===== config.mk =====
export PLATFORM = sky130hd
export DESIGN_NAME = router_tx
export DESIGN_NICKNAME = d
export VERILOG_FILES = /design/src/rtl/router_tx.sv
export SDC_FILE = /design/constraint.sdc
export NUM_CORES = 1
export LEC_CHECK = 0
export BUFFER_PORTS_ARGS = -buffer_cell sky130_fd_sc_hd__clkbuf_2
export CAP_MARGIN = 10
export CORE_ASPECT_RATIO = 1.4
export CORE_MARGIN = 2
export CORE_UTILIZATION = 49
export CTS_CLUSTER_SIZE = 25
export DETAILED_ROUTE_END_ITERATION = 10
export PLACE_DENSITY = 0.68
export SYNTH_ARGS = -nofsm -noshare
export SYNTH_HDL_FRONTEND = slang
export SYNTH_SLANG_ARGS = --single-unit

===== constraint.sdc =====
create_clock -name clk_i -period 28.5 [get_ports clk_i]
set_input_delay 5.7 -clock clk_i [delete_from_list [all_inputs] [get_ports clk_i]]
set_output_delay 5.7 -clock clk_i [all_outputs]
set_load 0.01 [all_outputs]

===== src/rtl/router_tx.sv =====
// router_tx: WISHBONE-fed word FIFO feeding an LSB-first serial framer,
// 16 baud16x_ce ticks per bit, start bit 0 and STOP_BITS stop bits of 1.
module router_tx #(
  parameter int DATA_W = 128,
  parameter int FIFO_AW = 2,
  parameter int STOP_BITS = 1
) (
  input  logic              clk_i,
  input  logic              rst_i,
  input  logic              cyc_i,
  input  logic              stb_i,
  output logic              ack_o,
  input  logic              we_i,
  input  logic [DATA_W-1:0] dat_i,
  output logic [DATA_W-1:0] dat_o,
  input  logic              cs_i,
  input  logic              baud16x_ce,
  input  logic              clear,
  output logic              txd,
  output logic              busy,
  output logic              tx_empty,
  output logic              tx_full,
  output logic              overrun
);
  localparam int DEPTH = 1 << FIFO_AW;
  localparam int NBITS = DATA_W + STOP_BITS;
  localparam int BW = $clog2(NBITS + 1);
  localparam logic [0:0] IDLE = 1'b0;
  localparam logic [0:0] SHIFT = 1'b1;
  logic cs, wr, push_req, push, pop, full, empty;
  logic rdy1_q, wr_q, overrun_q, overrun_d, txd_q, txd_d;
  logic [0:0] state_q, state_d;
  logic [FIFO_AW:0] count_q, count_d;
  logic [FIFO_AW-1:0] wptr_q, wptr_d, rptr_q, rptr_d;
  logic [DATA_W-1:0] mem_q [DEPTH];
  logic [NBITS-1:0] sr_q, sr_d;
  logic [3:0] tick_q, tick_d;
  logic [BW-1:0] bcnt_q, bcnt_d;
  assign cs = cyc_i & stb_i & cs_i;
  assign ack_o = cs & rdy1_q;
  assign wr = cs & we_i;
  assign push_req = wr & ~wr_q;
  assign empty = count_q == '0;
  assign full = count_q == (FIFO_AW + 1)'(DEPTH);
  assign pop = baud16x_ce & (state_q == IDLE) & ~empty & ~clear;
  // a full FIFO still accepts a word when the head leaves on the same clock
  assign push = push_req & (~full | pop) & ~clear;
  assign busy = state_q == SHIFT;
  assign tx_empty = empty;
  assign tx_full = full;
  assign overrun = overrun_q;
  assign txd = txd_q;
  assign dat_o = ack_o ? {{(DATA_W - 4){1'b0}}, overrun_q, busy, full, empty} : '0;
  always_comb begin
    count_d = clear ? '0 : count_q + (FIFO_AW + 1)'(push) - (FIFO_AW + 1)'(pop);
    wptr_d = clear ? '0 : wptr_q + FIFO_AW'(push);
    rptr_d = clear ? '0 : rptr_q + FIFO_AW'(pop);
    overrun_d = clear ? 1'b0 : overrun_q | (push_req & full & ~pop);
  end
  always_comb begin
    state_d = state_q;
    txd_d = txd_q;
    sr_d = sr_q;
    tick_d = tick_q;
    bcnt_d = bcnt_q;
    if (clear) begin
      state_d = IDLE;
      txd_d = 1'b1;
      tick_d = '0;
      bcnt_d = '0;
    end else if (baud16x_ce) begin
      if (state_q == IDLE) begin
        if (pop) begin
          // start bit goes out directly; sr holds payload then stop bits
          sr_d = {{STOP_BITS{1'b1}}, mem_q[rptr_q]};
          txd_d = 1'b0;
          tick_d = '0;
          bcnt_d = '0;
          state_d = SHIFT;
        end
      end else if (tick_q != 4'd15) begin
        tick_d = tick_q + 4'd1;
      end else if (bcnt_q == BW'(NBITS)) begin
        txd_d = 1'b1;
        tick_d = '0;
        state_d = IDLE;
      end else begin
        txd_d = sr_q[0];
        sr_d = sr_q >> 1;
        bcnt_d = bcnt_q + BW'(1);
        tick_d = '0;
      end
    end
  end
  always_ff @(posedge clk_i or negedge rst_i) begin
    if (!rst_i) begin
      rdy1_q <= 1'b0;
      wr_q <= 1'b0;
      overrun_q <= 1'b0;
      count_q <= '0;
      wptr_q <= '0;
      rptr_q <= '0;
      state_q <= IDLE;
      txd_q <= 1'b1;
      sr_q <= '0;
      tick_q <= '0;
      bcnt_q <= '0;
    end else begin
      rdy1_q <= cs;
      wr_q <= wr;
      overrun_q <= overrun_d;
      count_q <= count_d;
      wptr_q <= wptr_d;
      rptr_q <= rptr_d;
      state_q <= state_d;
      txd_q <= txd_d;
      sr_q <= sr_d;
      tick_q <= tick_d;
      bcnt_q <= bcnt_d;
    end
  end
  always_ff @(posedge clk_i) begin
    if (push) mem_q[wptr_q] <= dat_i;
  end
endmodule


==> qor.yml, run 1 <==
status:
  outcome: "finished, final reports clean"
timing:
  rsz0062_at_grt: "false"
  worst_pin_slew_ns: 1.018
  hold_viol_final: 0
  holdWs_ns: 0.4943
  tns_ns: 0
  fmax_mhz: 82.63
  fin_crit_sh_pct: 42.46
  finalCriticalPeriod_ns: 12.10
  drv_slew: 0
  skew_ns: 0.01358
  relSlewSlack_pct: 32.14
  setup_viol: 0
min_path:
  hold_path.class: "reg -> reg"
  holdPathStages: 2
global_route:
  grt_max_degree: 97
  grt_pass1_wl_um: 76420
  grt_pass1_vias: 13254
  antenna_found_initial: 9
  grt_use_total_pct: 17.21
  overflow: 0
die:
  initial_utilization_pct: 49.27
  fp.dieH_um: 284.9
  num_rows: 103
  dieArea_um2: 58310
  core_area_um2: 56060
  die_x_um: 204.7
  num_io_pins: 270
worst_setup_path:
  worst_ep_required_time_ns: 22.80
  worstSetupPathType: "in -> out"
  start_kind: "input pin"
  arrival_ns: 6.40
  end_kind: "output pin"
  critPathMaxFanout: 6
  ff2ff_path_depth: 6
logic_synthesis:
  ys_ff_latch: 665
  synth_top_area_share_pct: 55.67
  ys_seq_area_share_pct: 69.53
  synth_warnings: 0
  synth_mux_area_share_pct: 22.27
  synth.distinct_cells: 53
  synth_top_family_by_area: "multiplexers"
  synthAdderAreaFrac_pct: 0.3896
  synth_compound_area_share_pct: 0.8653
  ys_top_cells_by_area: "edfxtp_1, dfrtp_1, mux4_2, mux2_2, mux2_4"
  yosysTopAreaCell: "edfxtp_1"
  yosys.area_share.simple_pct: 1.241
  dominantRegCellSynth: "edfxtp_1"
  synthXorXnorAreaFrac_pct: 0.1586
  syn-cell-area_um2: 27620
  syn_inst: 1350
  synth-edff-count: 512
  async_flop_share_pct: 23.01
  syn_area_per_cell_um2: 20.46
power:
  ir_drop_mv: 0.05912
  power_density_nw_per_um2: 80.08
  p_leak_uw: 0.01124
  p_total_uw: 2448
clock_tree:
  ctsHoldBuffers: 0
  path_clk_slew_ns: 0.06
  post_cts_buffers: 0
  post_cts_resize_count: 0
  clock_sink_count: 665
  cts_tree: "done"
  ctsLongestPathBuffers: 3
  clk_latency_ns: 0.63
  htreeDepth: 2
  cts_buffers: 61
  root_buffer: "clkbuf_16"
route:
  drc: 0
  viasPerCell: 5.287
  drt_pass1_iterations: 4
  ant_nets: 0
  routed_wl_um: 48830
  drt_iter0_drc: 593
  routedWlPerCell_um: 21.17
  route.vias.total: 12191
finish:
  multi_input_comb_area_um2: 7371
  final_nets: 1659
  final_cell_mix: "edfxtp_1, mux2_2, dfrtp_1"
  n_fill_cell: 4318
  fin_area_um2: 30560
  area_delta_synth_final_pct: 10.66
  drive_gt1_share_pct: 42.63
  seq_area_um2: 19210
  layout_commonest_cell: "edfxtp_1"
  stdcell_count: 2306
placement:
  dp_hpwl_um: 27680
  dp.cells: 2187
  gp_congestion: 0.7396
  portBuffers: 145
  post_dp_cell_area_um2: 28410
run:
  maxCapViolCount: 0
metrics by stage:
stage               setup WS, ns  utilization, %
CTS                        16.40           54.50
detailed placement         16.40           50.68
floorplan                  11.91               -
global route               16.33           54.52
global placement           16.44           50.68
finish                     16.40           54.52
cells in the mapped netlist (all sizes together) (2+ instances only):
cell type / instances
mux2: 256
dfrtp: 152
buf: 165
nand3: 8
nand2: 8
a21o: 3
nor3: 6
a21oi: 10
nor2b: 4
o21ai: 8
and3: 6
nand4: 2
xor2: 2
xnor2: 3
or3: 4
or4: 3
ha: 7
nor3b: 2
clkbuf: 20
edfxtp: 512
nor2: 9
o31ai: 3
a31oi: 3
nand2b: 2
mux4: 128
inv: 6
critical path: stages:
cell and delay, ns:
clkbuf_2 0.08, nand3_1 0.13, inv_1 0.16, nand2_1 0.09, nor2_1 0.10, clkbuf_2 0.15
kinds of logic (layout without fill, tap and decap cells):
group	after synthesis	count (layout)
AO/OA/AOI/OAI	34	34
XOR/XNOR	5	5
adder cells (fa/ha/maj)	8	8
buffers and inverters	192	286
flip-flops	665	665
multiplexers	385	385
other	1	128
AND/OR/NAND/NOR	60	60
report_power, final:
part / total (uW) / internal [uW] / leakage (uW) / switching (uW)
clock network: 862 / 506 / 0.00104 / 356
registers: 1200 / 1140 / 0.00650 / 57.2
logic: 385 / 240 / 0.00370 / 145
layout make-up:
| type | count | area share [%] |
|---|---|---|
| Timing Repair Buffer | 164 | 2.861 |
| Clock buffer | 72 | 5.293 |
| Multi-Input combinational cell | 616 | 24.12 |
| Tap cell | 735 | 3.009 |
| Clock inverter | 43 | 1.728 |
| Antenna cell | 4 | 0.03275 |
| Inverter | 7 | 0.1023 |
| Sequential cell | 665 | 62.86 |
path summary, 6_finish.rpt:
check	start	endpoint	slack, ns
hold reg to reg	tick_q[1]	tick_q[1]	0.49
min in group asynchronous	rst_i	count_q[0]	5.21
setup / recovery	cs_i	dat_o[2]	16.40
setup reg to reg	busy	mem_q[2][82]	24.10
hold / removal	tick_q[1]	tick_q[1]	0.49
max in group asynchronous	rst_i	sr_q[61]	21.80
flip-flops by register name, indices dropped and copies added, names as in the netlist:
signal and count:
bcnt_q 8, busy 1, count_q 3, mem_q 512, overrun 1, rdy1_q 1
rptr_q 2, sr_q 129, tick_q 4, txd 1, wptr_q 2, wr_q 1
routing by layer:
layer	vias to the layer above	part of all wire, %	GRT usage, %
li1	5416	-	-
met1	6382	38	20.03
met2	297	54	31.49
met3	86	5.2	3.749
met4	10	2.3	5.308
met5	-	0.12	0
(Power assumes the default switching activity.)
==> run 2: changes to the inputs <==
==> constraint.sdc (replaced) <==
create_clock -name clk_i -period 12.3 [get_ports clk_i]
set_input_delay 2.46 -clock clk_i [delete_from_list [all_inputs] [get_ports clk_i]]
set_output_delay 2.46 -clock clk_i [all_outputs]
set_load 0.01 [all_outputs]
==> run 2 against run 1 <==
Effect of this change:
- routed wire length grew 1.6%
- sequential power grew 130%
- cell count grew 0.13%
- critical path depth is the same
- sequential share of layout area grew 0.077 points
- clock skew grew 0.0051 ns
==> qor.yml, run 2 (same netlist as run 1, synthesis figures left out) <==
status:
  outcome: "finished, final reports clean"
worst_setup_path:
  critPathMaxFanout: 6
  worst_ep_required_time_ns: 9.84
  crit_path_frequent_cell: "clkbuf_2"
  end_kind: "output pin"
  worstSetupPathType: "in -> out"
  critical_path_buf_inv_count: 3
  slowest_delay_ns: 0.16
  arrival_ns: 3.16
  worstPathCellList: "clkbuf_2, nand3_1, inv_1, nand2_1, nor2_1, clkbuf_2"
  cp_top_family: "buffers and inverters"
  worst_path_max_delay_cell: "inv_1"
  rrSetupSlack_ns: 8.19
  start_kind: "input pin"
die:
  initial_utilization_pct: 49.27
  core_area_um2: 56060
  num_rows: 103
  dieArea_um2: 58310
  fp.dieH_um: 284.9
  num_io_pins: 270
  die_x_um: 204.7
clock_tree:
  ctsHoldBuffers: 0
  root_buffer: "clkbuf_16"
  htreeDepth: 3
  path_clk_slew_ns: 0.06
  cts_buffers: 66
  cts_tree: "done"
  clock_sink_count: 665
  ctsLongestPathBuffers: 3
  post_cts_resize_count: 0
  clk_latency_ns: 0.60
  post_cts_buffers: 0
timing:
  hold_viol_final: 0
  fin_crit_sh_pct: 45.73
  drv_slew: 0
  rsz0062_at_grt: "false"
  relSlewSlack_pct: 23.76
  finalCriticalPeriod_ns: 5.625
  tns_ns: 0
  fmax_mhz: 177.8
  setup_viol: 0
  skew_ns: 0.01870
  worst_pin_slew_ns: 1.144
finish:
  area_delta_synth_final_pct: 10.53
  n_fill_cell: 4296
  drive_gt1_share_pct: 41.43
  final_nets: 1660
  final_cell_mix: "edfxtp_1, mux2_2, dfrtp_1"
  layout_commonest_cell: "edfxtp_1"
  regMostFlops: "mem_q"
  largest_register_ffs: 512
  stdcell_count: 2309
  top_regs: "mem_q x512, sr_q x129, bcnt_q x8"
global_route:
  antenna_found_initial: 13
  grt_use_total_pct: 17.49
  grt_pass1_vias: 13314
  grt_pass1_wl_um: 77090
  overflow: 0
  grt_max_degree: 130
route:
  wl_met2_um: 26270
  top_layer: "met5"
  routedWlPerCell_um: 21.49
  ant_nets: 0
  routed_wl_um: 49610
  wl_met1_um: 19630
  dr_wl_met3_um: 2334
  drc: 0
  route.vias.total: 12272
  viasPerCell: 5.315
  drt_iter0_drc: 627
  drt_pass1_iterations: 5
run:
  maxCapViolCount: 0
placement:
  dp.cells: 2183
  gp_congestion: 0.7537
  portBuffers: 145
  dp_hpwl_um: 27840
power:
  power_density_nw_per_um2: 184.7
  p_leak_uw: 0.01122
  ir_drop_mv: 0.1286
min_path:
  hold_path.class: "reg -> reg"
[run 2: cell count changes in the layout (fill, tap and decap cells not counted), moves of 2 or more]
cell / previous run / this run
buf_4: 19 / 14
bufinv_16: 11 / 3
clkbuf_1: 6 / 23
clkbuf_16: 61 / 71
clkinv_1: 4 / 7
clkinv_2: 14 / 9
clkinv_4: 2 / 0
clkinvlp_4: 8 / 2
inv_6: 5 / 2
[run 2: area by class of cell]
class	count	area (um^2)	area share, %
tap	735	919.6	3.013
timing repair buffer	160	857.1	2.808
antenna	5	12.51	0.04099
clock inverter	22	185.2	0.6066
sequential	665	19210	62.94
inverter	7	31.28	0.1025
multi-input combinational	616	7377	24.17
clock buffer	99	1932	6.328
[run 2: power by group]
group / internal [uW] / switching, uW
logic: 558 / 327
registers: 2650 / 142
clock network: 1150 / 809
[run 2: worst register-to-register path, cell delays in order (launching register included)]
cell and delay (ns):
dfrtp_1 0.54, nand2b_1 0.25, a2111oi_2 0.67, and3b_4 0.50, buf_4 0.87, buf_4 0.87
[run 2: worst paths after layout]
kind	from	depth (start not counted)	to
setup / recovery	cs_i	6	dat_o[2]
hold / removal	tick_q[1]	2	tick_q[1]
setup reg to reg	busy	5	mem_q[1][46]
hold reg to reg	tick_q[1]	2	tick_q[1]
max in group asynchronous	rst_i	2	sr_q[65]
min in group asynchronous	rst_i	1	bcnt_q[4]
[run 2: per-layer routing]
layer	global-route usage [%]	up-vias
li1	-	5425
met1	21.29	6422
met2	30.60	335
met3	3.166	78
met4	7.264	12
met5	0	-
[run 2: per-stage QoR]
step	area [um^2]	power, uW	util, %	hold WS [ns]	worst slack, ns
2_1_floorplan	28090	3596	-	0.4458	3.111
3_3_place_gp	28400	3705	50.66	0.4809	6.205
3_5_place_dp	28400	3731	50.66	0.4898	6.147
4_1_cts	30510	5707	54.43	0.5050	6.672
5_1_grt	30530	5884	54.45	0.5164	6.545
6_report	30530	5638	54.45	0.4996	6.675
